<file path="src/rtl/alarm_pkg.sv">
// Shared types and default timing constants for the alarm sequencer.
package alarm_pkg;

  typedef enum logic [1:0] {
    IDLE   = 2'd0,
    RING   = 2'd1,
    SNOOZE = 2'd2
  } alarm_state_t;

  localparam int unsigned RING_SEC_D    = 300;
  localparam int unsigned SNOOZE_SEC_D  = 540;
  localparam int unsigned MAX_SNOOZES_D = 3;

  function automatic int unsigned max_u(input int unsigned a, input int unsigned b);
    return (a > b) ? a : b;
  endfunction

endpackage

</file>
<file path="src/rtl/sec_downct.sv">
// Loadable down counter for seconds; saturates at zero, clear beats load beats dec.
module sec_downct #(
  parameter int unsigned TW = 9
) (
  input  logic          clk,
  input  logic          rst,
  input  logic          load,
  input  logic [TW-1:0] load_val,
  input  logic          dec,
  input  logic          clear,
  output logic [TW-1:0] count,
  output logic          is_one
);

  logic [TW-1:0] count_q, count_d;

  always_comb begin
    count_d = count_q;
    if (clear) begin
      count_d = '0;
    end else if (load) begin
      count_d = load_val;
    end else if (dec && (count_q != '0)) begin
      count_d = count_q - 1'b1;
    end
  end

  always_ff @(posedge clk) begin
    if (rst) begin
      count_q <= '0;
    end else begin
      count_q <= count_d;
    end
  end

  assign count  = count_q;
  assign is_one = (count_q == TW'(1));

endmodule

</file>
<file path="src/rtl/alarm_sequencer.sv">
// Turns the raw alarm-match level into a buzzer drive with ring timeout and bounded snoozes.
module alarm_sequencer
  import alarm_pkg::*;
#(
  parameter int unsigned RING_SEC    = RING_SEC_D,
  parameter int unsigned SNOOZE_SEC  = SNOOZE_SEC_D,
  parameter int unsigned MAX_SNOOZES = MAX_SNOOZES_D,
  localparam int unsigned TW = $clog2(max_u(RING_SEC, SNOOZE_SEC) + 1),
  localparam int unsigned SW = $clog2(MAX_SNOOZES + 1)
) (
  input  logic          clk,
  input  logic          rst,
  input  logic          tick,
  input  logic          alarm_match,
  input  logic          alarm_on,
  input  logic          snooze,
  output logic          buzz,
  output logic          snoozing,
  output logic [SW-1:0] snooze_cnt,
  output logic [TW-1:0] timer
);

  alarm_state_t  state_q, state_d;
  logic [SW-1:0] cnt_q, cnt_d;
  logic          match_q;
  logic          match_rise;

  logic          t_load, t_dec, t_clear, t_is_one;
  logic [TW-1:0] t_load_val;
  logic [TW-1:0] t_count;

  // match_q resets high so a match already present at reset is not seen as an edge.
  assign match_rise = alarm_match & ~match_q;

  always_comb begin
    state_d    = state_q;
    cnt_d      = cnt_q;
    t_load     = 1'b0;
    t_load_val = '0;
    t_dec      = 1'b0;
    t_clear    = 1'b0;
    case (state_q)
      IDLE: begin
        if (alarm_on && match_rise) begin
          state_d    = RING;
          t_load     = 1'b1;
          t_load_val = TW'(RING_SEC);
          cnt_d      = '0;
        end
      end
      RING: begin
        if (!alarm_on) begin
          state_d = IDLE;
          t_clear = 1'b1;
        end else if (snooze && (cnt_q < SW'(MAX_SNOOZES))) begin
          // Snooze outranks the final tick so a last-second press still snoozes.
          state_d    = SNOOZE;
          t_load     = 1'b1;
          t_load_val = TW'(SNOOZE_SEC);
          cnt_d      = cnt_q + 1'b1;
        end else if (tick && t_is_one) begin
          state_d = IDLE;
          t_clear = 1'b1;
        end else if (tick) begin
          t_dec = 1'b1;
        end
      end
      SNOOZE: begin
        if (!alarm_on) begin
          state_d = IDLE;
          t_clear = 1'b1;
        end else if (tick && t_is_one) begin
          state_d    = RING;
          t_load     = 1'b1;
          t_load_val = TW'(RING_SEC);
        end else if (tick) begin
          t_dec = 1'b1;
        end
      end
      default: begin
        state_d = IDLE;
        t_clear = 1'b1;
      end
    endcase
  end

  always_ff @(posedge clk) begin
    if (rst) begin
      state_q <= IDLE;
      cnt_q   <= '0;
      match_q <= 1'b1;
    end else begin
      state_q <= state_d;
      cnt_q   <= cnt_d;
      match_q <= alarm_match;
    end
  end

  sec_downct #(
    .TW(TW)
  ) u_timer (
    .clk      (clk),
    .rst      (rst),
    .load     (t_load),
    .load_val (t_load_val),
    .dec      (t_dec),
    .clear    (t_clear),
    .count    (t_count),
    .is_one   (t_is_one)
  );

  assign buzz       = (state_q == RING);
  assign snoozing   = (state_q == SNOOZE);
  assign snooze_cnt = cnt_q;
  assign timer      = t_count;

endmodule

</file>
<file path="config.mk">
export PLATFORM = sky130hd
export DESIGN_NAME = alarm_sequencer
export DESIGN_NICKNAME = d
export VERILOG_FILES = /design/src/rtl/alarm_pkg.sv /design/src/rtl/sec_downct.sv /design/src/rtl/alarm_sequencer.sv
export SDC_FILE = /design/constraint.sdc
export NUM_CORES = 1
export LEC_CHECK = 0
export ABC_AREA = 0
export CAP_MARGIN = 0
export CORE_MARGIN = 2
export CORE_UTILIZATION = 40
export DETAILED_ROUTE_END_ITERATION = 8
export PLACE_DENSITY = 0.67
export SYNTH_ARGS = -nofsm -noshare
export SYNTH_HDL_FRONTEND = slang
export SYNTH_SLANG_ARGS = --single-unit
</file>
<file path="constraint.sdc">
create_clock -name clk -period 1.8 [get_ports clk]
set_input_delay 0.36 -clock clk [delete_from_list [all_inputs] [get_ports clk]]
set_output_delay 0.36 -clock clk [all_outputs]
set_load 0.02 [all_outputs]
</file>
==> impl_results.md, run 1 <==
* H-tree Lvls at 1
* CTS Root Buffer Type: clkbuf_4
* CP Launch Type: flip-flop
* Die area at 2860 µm²
* Gr usage total at 21.0%
* CTS tree: built
* IO buf count at 19
* Clk sinks at 15
* Slew @ Worst Pin at 0.347 ns
* Yosys top cell by area: dfxtp_1
* Slew Viols, Final at 0
* Post-synthesis compound-gate area fraction at 16.8%
* Dpl hpwl at 1.96 mm
* Sequential-to-total area share from yosys stat at 30.7%
* Seq cells post-synth at 15
* Flop2flop setup slack at 0.03 ns
* Power per Cell Area at 636 nW/µm²
* Warnings from Yosys at 0
* Ys async rst share at 0%
* Crit. Startpoint: u_timer.count[7]
* Leakage at 0.000618 µW
* Initial Util at 43.4%
* CTS Buf Count at 3
* CP Capture Point: u_timer.count[5]
* Crit-path cells: or4_4 > nor4_4 > buf_6 > nor4_2 > xnor2_1 > a21oi_1
* Core ar. at 2250 µm²
* Post-synthesis mux area share at 1.02%
* Tcrit/Tclk final at 98.5%
* Adder-Cell Fraction of Synth Area at 10.2%
* Area of the mapped netlist at 978 µm²
* Final setup violation count at 0
* Drt pass-1 iters at 4
* Filler Cell Count at 192
* Final WL at 2.67 mm
* Multi-input logic area at 808 µm²
* Critical Path Sink Type: flip-flop
* Period minus WS final at 1.77 ns
* Crit path DAT at 1.95 ns
* Total of max-cap violations at 0
* Peak VDD IR at 0.000410 V
* Clk_lat worst skew at 0.28 ns
* Final Cell Area at 1560 µm²
* Grt ovf at 0
* Die Wd at 53.5 µm
* Vias at 1012
* Ant diodes at 0
* Most used DFF post-synth: dfxtp_1
* Worst-path clk slew at 0.09 ns
* Floorplan row count at 17
* Req. time, crit path at 1.97 ns
* Post-synth EDFFs at 0
* Maximum clock path buffer count at 2
* Vias in the first global route at 968
* CP max-delay cell: or4_4
* Post-synthesis share of cell area spent on xor and xnor gates at 5.37%
* I/O pins at 20
* Final Hold Vio Count at 0
* HP Class: flip-flop to flip-flop
* Yosys cell types at 34
* 1st-iter DRT viols at 16
* Remaining DRCs at 0
* Worst slew margin at 76.7%
* Wire length per cell at 14.2 µm
* R2r endpoint: u_timer.count[5]
* ANT nets after route at 0
* Placed Area at 1360 µm²
* CP max FO at 7
* Nets at 175
* Drt via density at 5.38
* Fmax achieved at 564 MHz
* Clock Skews at 0.00349 ns
* Outcome: finished, final reports clean
* RSZ-0062 raised after global routing: yes
* Largest net degree at the start of global routing at 11
* Area contributors post-synth: dfxtp_1 (31%), ha_1 (10%), a21oi_1 (7.2%)
* Largest family of logic cells by synthesized area: simple AND/OR/NAND/NOR gates
* FF-to-FF Start: u_timer.count[7]
* CP peak stage delay at 0.55 ns
* Proportion of layout cells with a drive suffix above 1 at 41.9%
* Synth-to-layout area growth at 59.8%
* First-pass GRT wire length at 4.28 mm
* Final GP Congestion at 0.840
* FF/Latch Area at 313 µm²
* Simple-gate share of the synthesized area at 32.5%
* Kind of critical path: flip-flop to flip-flop
* Total power at 994 µW
* Syn_area_per_cell at 8.29 µm²
* R2R cell count at 6
* Antenna violations before repair at 0
* Post-synth top area share at 30.7%
* Syn nets at 132
* Die height at 53.5 µm
* Syn Inst Count at 118
cell usage in the layout, fill, tap and decap left out, drive strengths merged:
| cell type | Yosys | layout |
|---|---|---|
| buf | 0 | 21 |
| dfxtp | 15 | 15 |
| a21oi | 14 | 14 |
| clkdlybuf4s50 | 0 | 13 |
| nand2 | 9 | 9 |
| nor2 | 9 | 9 |
| ha | 8 | 8 |
| inv | 7 | 7 |
| xnor2 | 6 | 6 |
| nor4 | 5 | 5 |
| nor3 | 5 | 5 |
| nand2b | 4 | 4 |
| clkbuf | 2 | 4 |
| o21ai | 4 | 4 |
| nand3b | 3 | 3 |
| or2 | 3 | 3 |
| dlymetal6s2s | 0 | 3 |
| dlygate4sd2 | 0 | 3 |
| or4 | 3 | 3 |
| or3 | 3 | 3 |
| nand3 | 3 | 3 |
| and3 | 2 | 2 |
| a31oi | 2 | 2 |
| o31ai | 2 | 2 |
| and4bb | 1 | 1 |
| nand4 | 1 | 1 |
| nor2b | 1 | 1 |
| or3b | 1 | 1 |
| a2bb2oi | 1 | 1 |
| a21o | 1 | 1 |
| mux2i | 1 | 1 |
| a221oi | 1 | 1 |
| a211oi | 1 | 1 |
Yosys cell counts (3+ instances only):
cell type,instances
nand2b_1,4
or2_2,3
dfxtp_1,15
inv_1,7
nor4_1,4
a21oi_1,14
nor3_1,5
nand3b_1,3
o21ai_0,4
nand3_1,3
xnor2_1,6
nor2_1,8
nand2_1,9
ha_1,8
kinds of logic after synthesis:
kind of cell | after synthesis
AO/OA/AOI/OAI | 26
XOR/XNOR | 6
adder cells (fa/ha/maj) | 8
buffers and inverters | 9
flip-flops | 15
multiplexers | 1
AND/OR/NAND/NOR | 53
stage by stage:
stage / std cells / hold slack [ns] / worst slack (ns) / setup TNS (ns) / util [%]
finish: 188 / 0.495 / 0.0262 / 0 / 69.4
CTS: 186 / 0.495 / -0.00714 / -0.00714 / 62.3
global route: 188 / 0.537 / -0.0705 / -0.364 / 69.4
floorplan: 118 / 0.429 / 0.00941 / 0 / -
detailed placement: 182 / 0.482 / -0.259 / -2.54 / 60.4
global placement: 182 / 0.473 / -0.212 / -2.17 / 60.4
worst max-delay path: cells and delay by family (launching register included):
kind,cells,cell delay (ns)
buffers and inverters,1,0.19
xor gates and xnor gates,1,0.14
and+or+nand+nor,3,0.88
AOI/OAI and AO/OA,1,0.08
DFF,1,0.37
flip-flops by register name, indices dropped and copies added (netlist names):
signal,count
match_q,1
snooze_cnt,2
state_q,2
u_timer.count,10
layer usage:
| metal | GRT usage (%) | vias to the layer above | share of wire [%] | wire (µm) |
|---|---|---|---|---|
| met5 | 0 | - | 0 | 0 |
| li1 | - | 507 | - | - |
| met2 | 32.1 | 23 | 49 | 1300 |
| met4 | 8.55 | 0 | 1.4 | 37 |
| met3 | 3.39 | 4 | 3.4 | 91 |
| met1 | 28.8 | 478 | 46 | 1240 |
worst min-delay path by stage:
stage	end	slack, ns	cells past startpoint	startpoint
after global placement	snooze_cnt[1]	0.47	2	snooze_cnt[1]
after CTS	snooze_cnt[1]	0.50	2	snooze_cnt[1]
after global routing	snooze_cnt[0]	0.54	2	snooze_cnt[0]
final	snooze_cnt[1]	0.50	2	snooze_cnt[1]
after detailed placement	snooze_cnt[1]	0.48	2	snooze_cnt[1]
after floorplan	snooze_cnt[0]	0.43	1	rst
timing repair:
| action | CTS | global route |
|---|---|---|
| setup buffers | 0 | 2 |
| setup endpoints to repair | 8 | 19 |
| pin swaps | 0 | 11 |
| resized for setup | 8 | 32 |
| hold buffers | 0 | 0 |
power by group:
part / switching, µW / internal [µW] / leakage (µW)
Combinational: 211 / 202 / 0.000478
Sequential: 31.4 / 351 / 0.000125
Clock: 112 / 86.0 / 0.0000150
Total: 355 / 640 / 0.000618
area by class of cell:
class | count | area share [%]
clock buffer | 4 | 1.68
tap | 28 | 2.24
timing repair buffer | 40 | 22.7
inverter | 7 | 1.68
multi-input combinational | 94 | 51.7
sequential | 15 | 20.0
Power figures use the tool's default switching activity.
==> run 2: changes to the inputs <==
--- a/config.mk
+++ b/config.mk
@@ -5,12 +5,12 @@
 export SDC_FILE = /design/constraint.sdc
 export NUM_CORES = 1
 export LEC_CHECK = 0
-export ABC_AREA = 0
+export ABC_AREA = 1
 export CAP_MARGIN = 0
 export CORE_MARGIN = 2
 export CORE_UTILIZATION = 40
 export DETAILED_ROUTE_END_ITERATION = 8
-export PLACE_DENSITY = 0.67
+export PLACE_DENSITY = 0.66
 export SYNTH_ARGS = -nofsm -noshare
 export SYNTH_HDL_FRONTEND = slang
 export SYNTH_SLANG_ARGS = --single-unit
==> impl_results.md, run 2 <==
* Syn nets at 178 (+35%)
* Core ar. at 2690 µm² (+19%)
* Dpl hpwl at 2.05 mm (+4.6%)
* Seq cells post-synth at 15 (unchanged)
* FF-to-FF Start: state_q[1]
* Req. time, crit path at 1.44 ns (-0.53 ns)
* Max reg flops at 10 (unchanged)
* Fin cells at 234 (+24%)
* Final Cell Area at 1500 µm² (-4.4%)
* Final setup violation count at 0 (unchanged)
* Top-count cell post-synth: nand2_1
* Slew Viols, Final at 0 (unchanged)
* CTS tree: built
* WHS Path Cells at 2 (unchanged)
* CP max-delay cell: clkdlybuf4s50_1
* Placed Area at 1430 µm² (+5.2%)
* Synth-to-layout area growth at 34.6%
* Die height at 56.7 µm (+6.1%)
* CTS Hold Bufs at 0 (unchanged)
* Final Hold Vio Count at 0 (unchanged)
* Power per Cell Area at 708 nW/µm² (+11%)
* Placed insts at 227 (+25%)
* Vias in the first global route at 1064 (+9.9%)
* Post-synth top area share at 27.0% (-3.7 points)
* Vias at 1139 (+13%)
* Outcome: finished, final reports clean
* Proportion of layout cells with a drive suffix above 1 at 19.7% (-22 points)
* R2r endpoint: u_timer.count[5]
* H-tree Lvls at 1 (unchanged)
* Antenna violations before repair at 0 (unchanged)
* I/O pins at 20 (unchanged)
* Warnings from Yosys at 0 (unchanged)
* Drt via density at 4.87 (-9.6%)
* HP Class: flip-flop to flip-flop
* Sequential-to-total area share from yosys stat at 27.0% (-3.7 points)
* WP buf/inv at 1 (unchanged)
* Clk sinks at 15 (unchanged)
* Commonest cells after routing, fill and taps aside: nand2_1 (37), nor2_1 (25), buf_4 (18), inv_1 (17), clkdlybuf4s50_1 (16)
* Gr usage total at 17.8% (-3.2 points)
* Worst hold path endpoint: u_timer.count[1]
* Tcrit/Tclk final at 96.7% (-1.8 points)
* Final GP Congestion at 0.813 (-3.2%)
* First-pass GRT wire length at 4.51 mm (+5.3%)
* Area of the mapped netlist at 1110 µm² (+14%)
* Largest net degree at the start of global routing at 16 (+5)
* CTS Root Buffer Type: clkbuf_4
* IO buf count at 19 (unchanged)
* Die area at 3220 µm² (+13%)
* Peak VDD IR at 0.000407 V (-0.65%)
* Critical Path Sink Type: output pin
* CTS Buf Count at 3 (unchanged)
* Final WL at 2.76 mm (+3.2%)
* Fmax achieved at 574 MHz (+1.9%)
* CP max FO at 4 (-3)
* Most common library cells after synthesis: nand2_1 (37), nor2_1 (25), inv_1 (17)
* Grt ovf at 0 (unchanged)
* Ant diodes at 0 (unchanged)
* Total of max-cap violations at 0 (unchanged)
* Ys async rst share at 0% (unchanged)
* Yosys cell types at 27 (-21%)
* Kind of critical path: flip-flop to output pin
* CP Launch Type: flip-flop
* Worst slew margin at 75.8% (-0.91 points)
* ANT nets after route at 0 (unchanged)
* Initial Util at 41.4% (-2.0 points)
* Worst-path clk slew at 0.10 ns (about the same)
* Slew @ Worst Pin at 0.359 ns (+0.0126 ns)
* Die Wd at 56.7 µm (+6.1%)
* Crit-path cells: clkdlybuf4s50_1
* Number of cells on the critical path at 1 (-5)
* R2R cell count at 8 (+2)
* Period minus WS final at 1.74 ns (-0.0330 ns)
* Clk_lat worst skew at 0.30 ns (+0.02 ns)
* Remaining DRCs at 0 (unchanged)
* 1st-iter DRT viols at 25 (+9)
* Flop2flop setup slack at 0.12 ns (+0.09 ns)
* Highest metal used: met4
* CP peak stage delay at 0.65 ns (+0.10 ns)
* Commonest non-fill, non-tap cell in the layout: nand2_1
* Syn_area_per_cell at 6.77 µm² (-18%)
* Maximum clock path buffer count at 2 (unchanged)
* Floorplan row count at 19 (+2)
* Most used DFF post-synth: dfxtp_1
* Nets at 218 (+25%)
* Crit path DAT at 1.38 ns (-0.57 ns)
* Syn Inst Count at 164 (+39%)
* Post-synth EDFFs at 0 (unchanged)
* Leakage at 0.000736 µW (+19%)
* Crit path max-delay family: buffers and inverters
* Wire length on met1 at 1.33 mm (+6.8%)
* Total power at 1060 µW (+6.4%)
* Area contributors post-synth: dfxtp_1 (27%), nand2_1 (13%), ha_1 (9.0%)
* Yosys top cell by area: dfxtp_1
* Worst hold start: u_timer.count[1]
* Clock Skews at 0.00137 ns (-0.00213 ns)
* Drt pass-1 iters at 5 (+1)
* Wire length per cell at 11.8 µm (-17%)
* Routed wl met3 at 62 µm (-32%)
* Met2 WL post-DR at 1.33 mm (+2.3%)
==> run 2: logic make-up (layout without fill, tap and decap cells) <==
group           Yosys count  in the layout  share of synthesized area [%]
compound gates           18             18                           10.8
xor+xnor                  7              7                           5.52
fa+ha+maj                 8              8                           9.01
buf+inv                  20             59                           7.77
flops                    15             15                           27.0
simple gates             96             96                           39.9
==> run 2: how the worst max path moves through the flow <==
stage | endpoint | start | slack, ns
final | timer[2] | u_timer.count[2] | 0.06
after detailed placement | u_timer.count[5] | alarm_on | -0.18
after floorplan | u_timer.count[8] | state_q[0] | 0.08
after global placement | u_timer.count[5] | alarm_on | -0.17
after global routing | u_timer.count[3] | u_timer.count[2] | -0.03
after CTS | timer[5] | u_timer.count[5] | 0.04
==> run 2: layer usage <==
layer | global-route usage (%) | up-vias
li1 | - | 601
met1 | 22.5 | 514
met2 | 29.9 | 19
met3 | 2.76 | 5
met4 | 7.14 | 0
met5 | 0 | -
==> run 2: repair_timing <==
| action | CTS | global route |
|---|---|---|
| buffers inserted | 0 | 3 |
| pin swaps | 0 | 1 |
| setup endpoints to repair | 2 | 9 |
| resized for setup | 2 | 5 |
==> run 2: layout make-up <==
class                   instances  area (µm²)
multi-input cells             129         734
flip-flops and latches         15         302
fillers                       266        1190
repair buffers                 37         325
well taps                      31        38.8
inverters                      18        67.6
clock buffers                   3        22.5
clock inverters                 1        5.00
==> run 2: stage by stage <==
stage / setup WS [ns] / hold WS [ns] / utilization, % / TNS (ns)
2_1_floorplan: 0.0807 / 0.429 / - / 0
3_3_place_gp: -0.167 / 0.477 / 53.4 / -1.47
3_5_place_dp: -0.178 / 0.482 / 53.4 / -1.70
4_1_cts: 0.0404 / 0.500 / 54.3 / 0
5_1_grt: -0.0271 / 0.541 / 55.7 / -0.0313
6_report: 0.0592 / 0.493 / 55.7 / 0
==> run 2: report_power, final <==
group | switching [µW] | leakage, µW | internal (µW) | total, µW
registers | 24.4 | 0.000122 | 357 | 382
clock network | 131 | 0.0000177 | 83.0 | 214
logic | 265 | 0.000596 | 198 | 462
total | 420 | 0.000736 | 638 | 1060
==> run 3: changes to the inputs <==
==> constraint.sdc (replaced) <==
create_clock -name clk -period 1.8 [get_ports clk]
set_input_delay 0.27 -clock clk [delete_from_list [all_inputs] [get_ports clk]]
set_output_delay 0.27 -clock clk [all_outputs]
set_load 0.02 [all_outputs]
==> impl_results.md, run 3 (synthesis results as in run 2) <==
* Outcome: finished, final reports clean
* Critical Path Sink Type: flip-flop
* Ant diodes at 0 (unchanged)
* Peak VDD IR at 0.000575 V (+41%)
* Final setup violation count at 0 (unchanged)
* Req. time, crit path at 2.02 ns (+0.58 ns)
* Final WL at 2.64 mm (-4.3%)
* Vias in the first global route at 1088 (+2.3%)
* Gr usage total at 17.6% (-0.18 points)
* IO buf count at 19 (unchanged)
* 1st-iter DRT viols at 44 (+76%)
* CP peak stage delay at 0.38 ns (-0.27 ns)
* Power per Cell Area at 707 nW/µm² (-0.13%)
* Die height at 56.7 µm (unchanged)
* Floorplan row count at 19 (unchanged)
* Clk_lat worst skew at 0.29 ns (about the same)
* Grt ovf at 0 (unchanged)
* Nets at 215 (-1.4%)
* Crit path max-delay family: flip-flops
* Vias at 1133 (-0.53%)
* CTS Buf Count at 3 (unchanged)
* Proportion of layout cells with a drive suffix above 1 at 19.5% (-0.20 points)
* CTS Root Buffer Type: clkbuf_4
* Final Hold Vio Count at 0 (unchanged)
* Largest net degree at the start of global routing at 16 (unchanged)
* Dpl hpwl at 2.03 mm (-0.95%)
* CP Launch Type: flip-flop
* ANT nets after route at 0 (unchanged)
* WHS at 0.479 ns (-0.0137 ns)
* Initial Util at 41.4% (unchanged)
* CP max FO at 10 (+6)
* Crit path DAT at 1.93 ns (+0.55 ns)
* Kind of critical path: flip-flop to flip-flop
* First-pass GRT wire length at 4.57 mm (+1.4%)
* Slew @ Worst Pin at 0.387 ns (+0.0272 ns)
* Die area at 3220 µm² (unchanged)
* CTS tree: built
* Leakage at 0.000705 µW (-4.2%)
* H-tree Lvls at 1 (unchanged)
* Clock Skews at 0.00835 ns (+0.00698 ns)
* Synth-to-layout area growth at 33.8%
* Maximum clock path buffer count at 2 (unchanged)
* WP buf/inv at 2 (+1)
* Total of max-cap violations at 0 (unchanged)
* Final GP Congestion at 0.807 (-0.75%)
* HP Class: flip-flop to flip-flop
* Slew Viols, Final at 0 (unchanged)
* Drt pass-1 iters at 4 (-1)
* Worst-path clk slew at 0.10 ns (about the same)
* Clk sinks at 15 (unchanged)
* Remaining DRCs at 0 (unchanged)
* Crit-path cells: inv_1 > ha_1 > nand4_1 > a21oi_4 > inv_2 > or2_0 > a21oi_1
* Drt via density at 4.90 (+0.77%)
* Wire length per cell at 11.4 µm (-3.0%)
* Worst slew margin at 74.0% (-1.8 points)
* Commonest non-fill, non-tap cell in the layout: nand2_1
* Placed Area at 1430 µm² (-0.52%)
* Period minus WS final at 1.71 ns (-0.0278 ns)
* Final Cell Area at 1490 µm² (-0.59%)
* Commonest cells after routing, fill and taps aside: nand2_1 (36), nor2_1 (25), inv_1 (17), clkdlybuf4s50_1 (17)
* Filler Cell Count at 261 (-1.9%)
* Antenna violations before repair at 0 (unchanged)
* CP max-delay cell: dfxtp_1
* Fmax achieved at 584 MHz (+1.6%)
* Tcrit/Tclk final at 95.2% (-1.5 points)
* I/O pins at 20 (unchanged)
* Max reg flops at 10 (unchanged)
* Core ar. at 2690 µm² (unchanged)
* Die Wd at 56.7 µm (unchanged)
run 3: layout make-up:
cell class | instances | area (µm²) | area share (%)
clock buffers | 4 | 26.3 | 1.77
inverters | 18 | 67.6 | 4.55
multi-input cells | 129 | 751 | 50.5
flip-flops and latches | 15 | 303 | 20.4
well taps | 31 | 38.8 | 2.61
repair buffers | 34 | 300 | 20.2
run 3: report_power, final:
part | switching (µW) | total (µW) | internal, µW
Sequential | 25.1 | 383 | 357
Clock | 119 | 205 | 86.2
Combinational | 265 | 463 | 198
Total | 409 | 1050 | 641
run 3: final timing paths:
kind	cells past startpoint	end	startpoint	slack [ns]
worst max-delay path	7	u_timer.count[1]	state_q[1]	0.09
worst min-delay path	2	u_timer.count[1]	u_timer.count[1]	0.48
worst max register to register	7	u_timer.count[1]	state_q[1]	0.09
worst min register to register	2	u_timer.count[1]	u_timer.count[1]	0.48
run 3: repair_timing:
action	in CTS	in global routing
hold buffers	0	0
buffers inserted	0	1
endpoints found under the setup margin	2	11
pin swaps	0	1
gates resized for setup	2	9
run 3: metrics by stage:
stage	TNS, ns	cells	power (µW)	util, %	worst slack [ns]
after floorplan	0	164	699	-	0.0807
after global placement	-0.645	226	833	53.1	-0.112
after detailed placement	-0.982	226	836	53.1	-0.162
after CTS	0	230	1040	54.0	0.0524
after global routing	-0.249	231	1120	55.3	-0.0848
final	0	231	1050	55.3	0.0870
run 3: layer usage:
metal  vias up  GRT usage [%]  part of all wire, %
met5         -              0                    0
met4         0           6.12                  1.3
met3         4           3.23                  3.5
met2        25           27.9                   47
met1       510           23.8                   48
li1        594              -                    -
run 3: worst min-delay path, delay by kind of cell, from the launching register on:
family | cells | cell delay (ns)
compound gates | 1 | 0.05
simple gates | 1 | 0.06
flops | 1 | 0.34
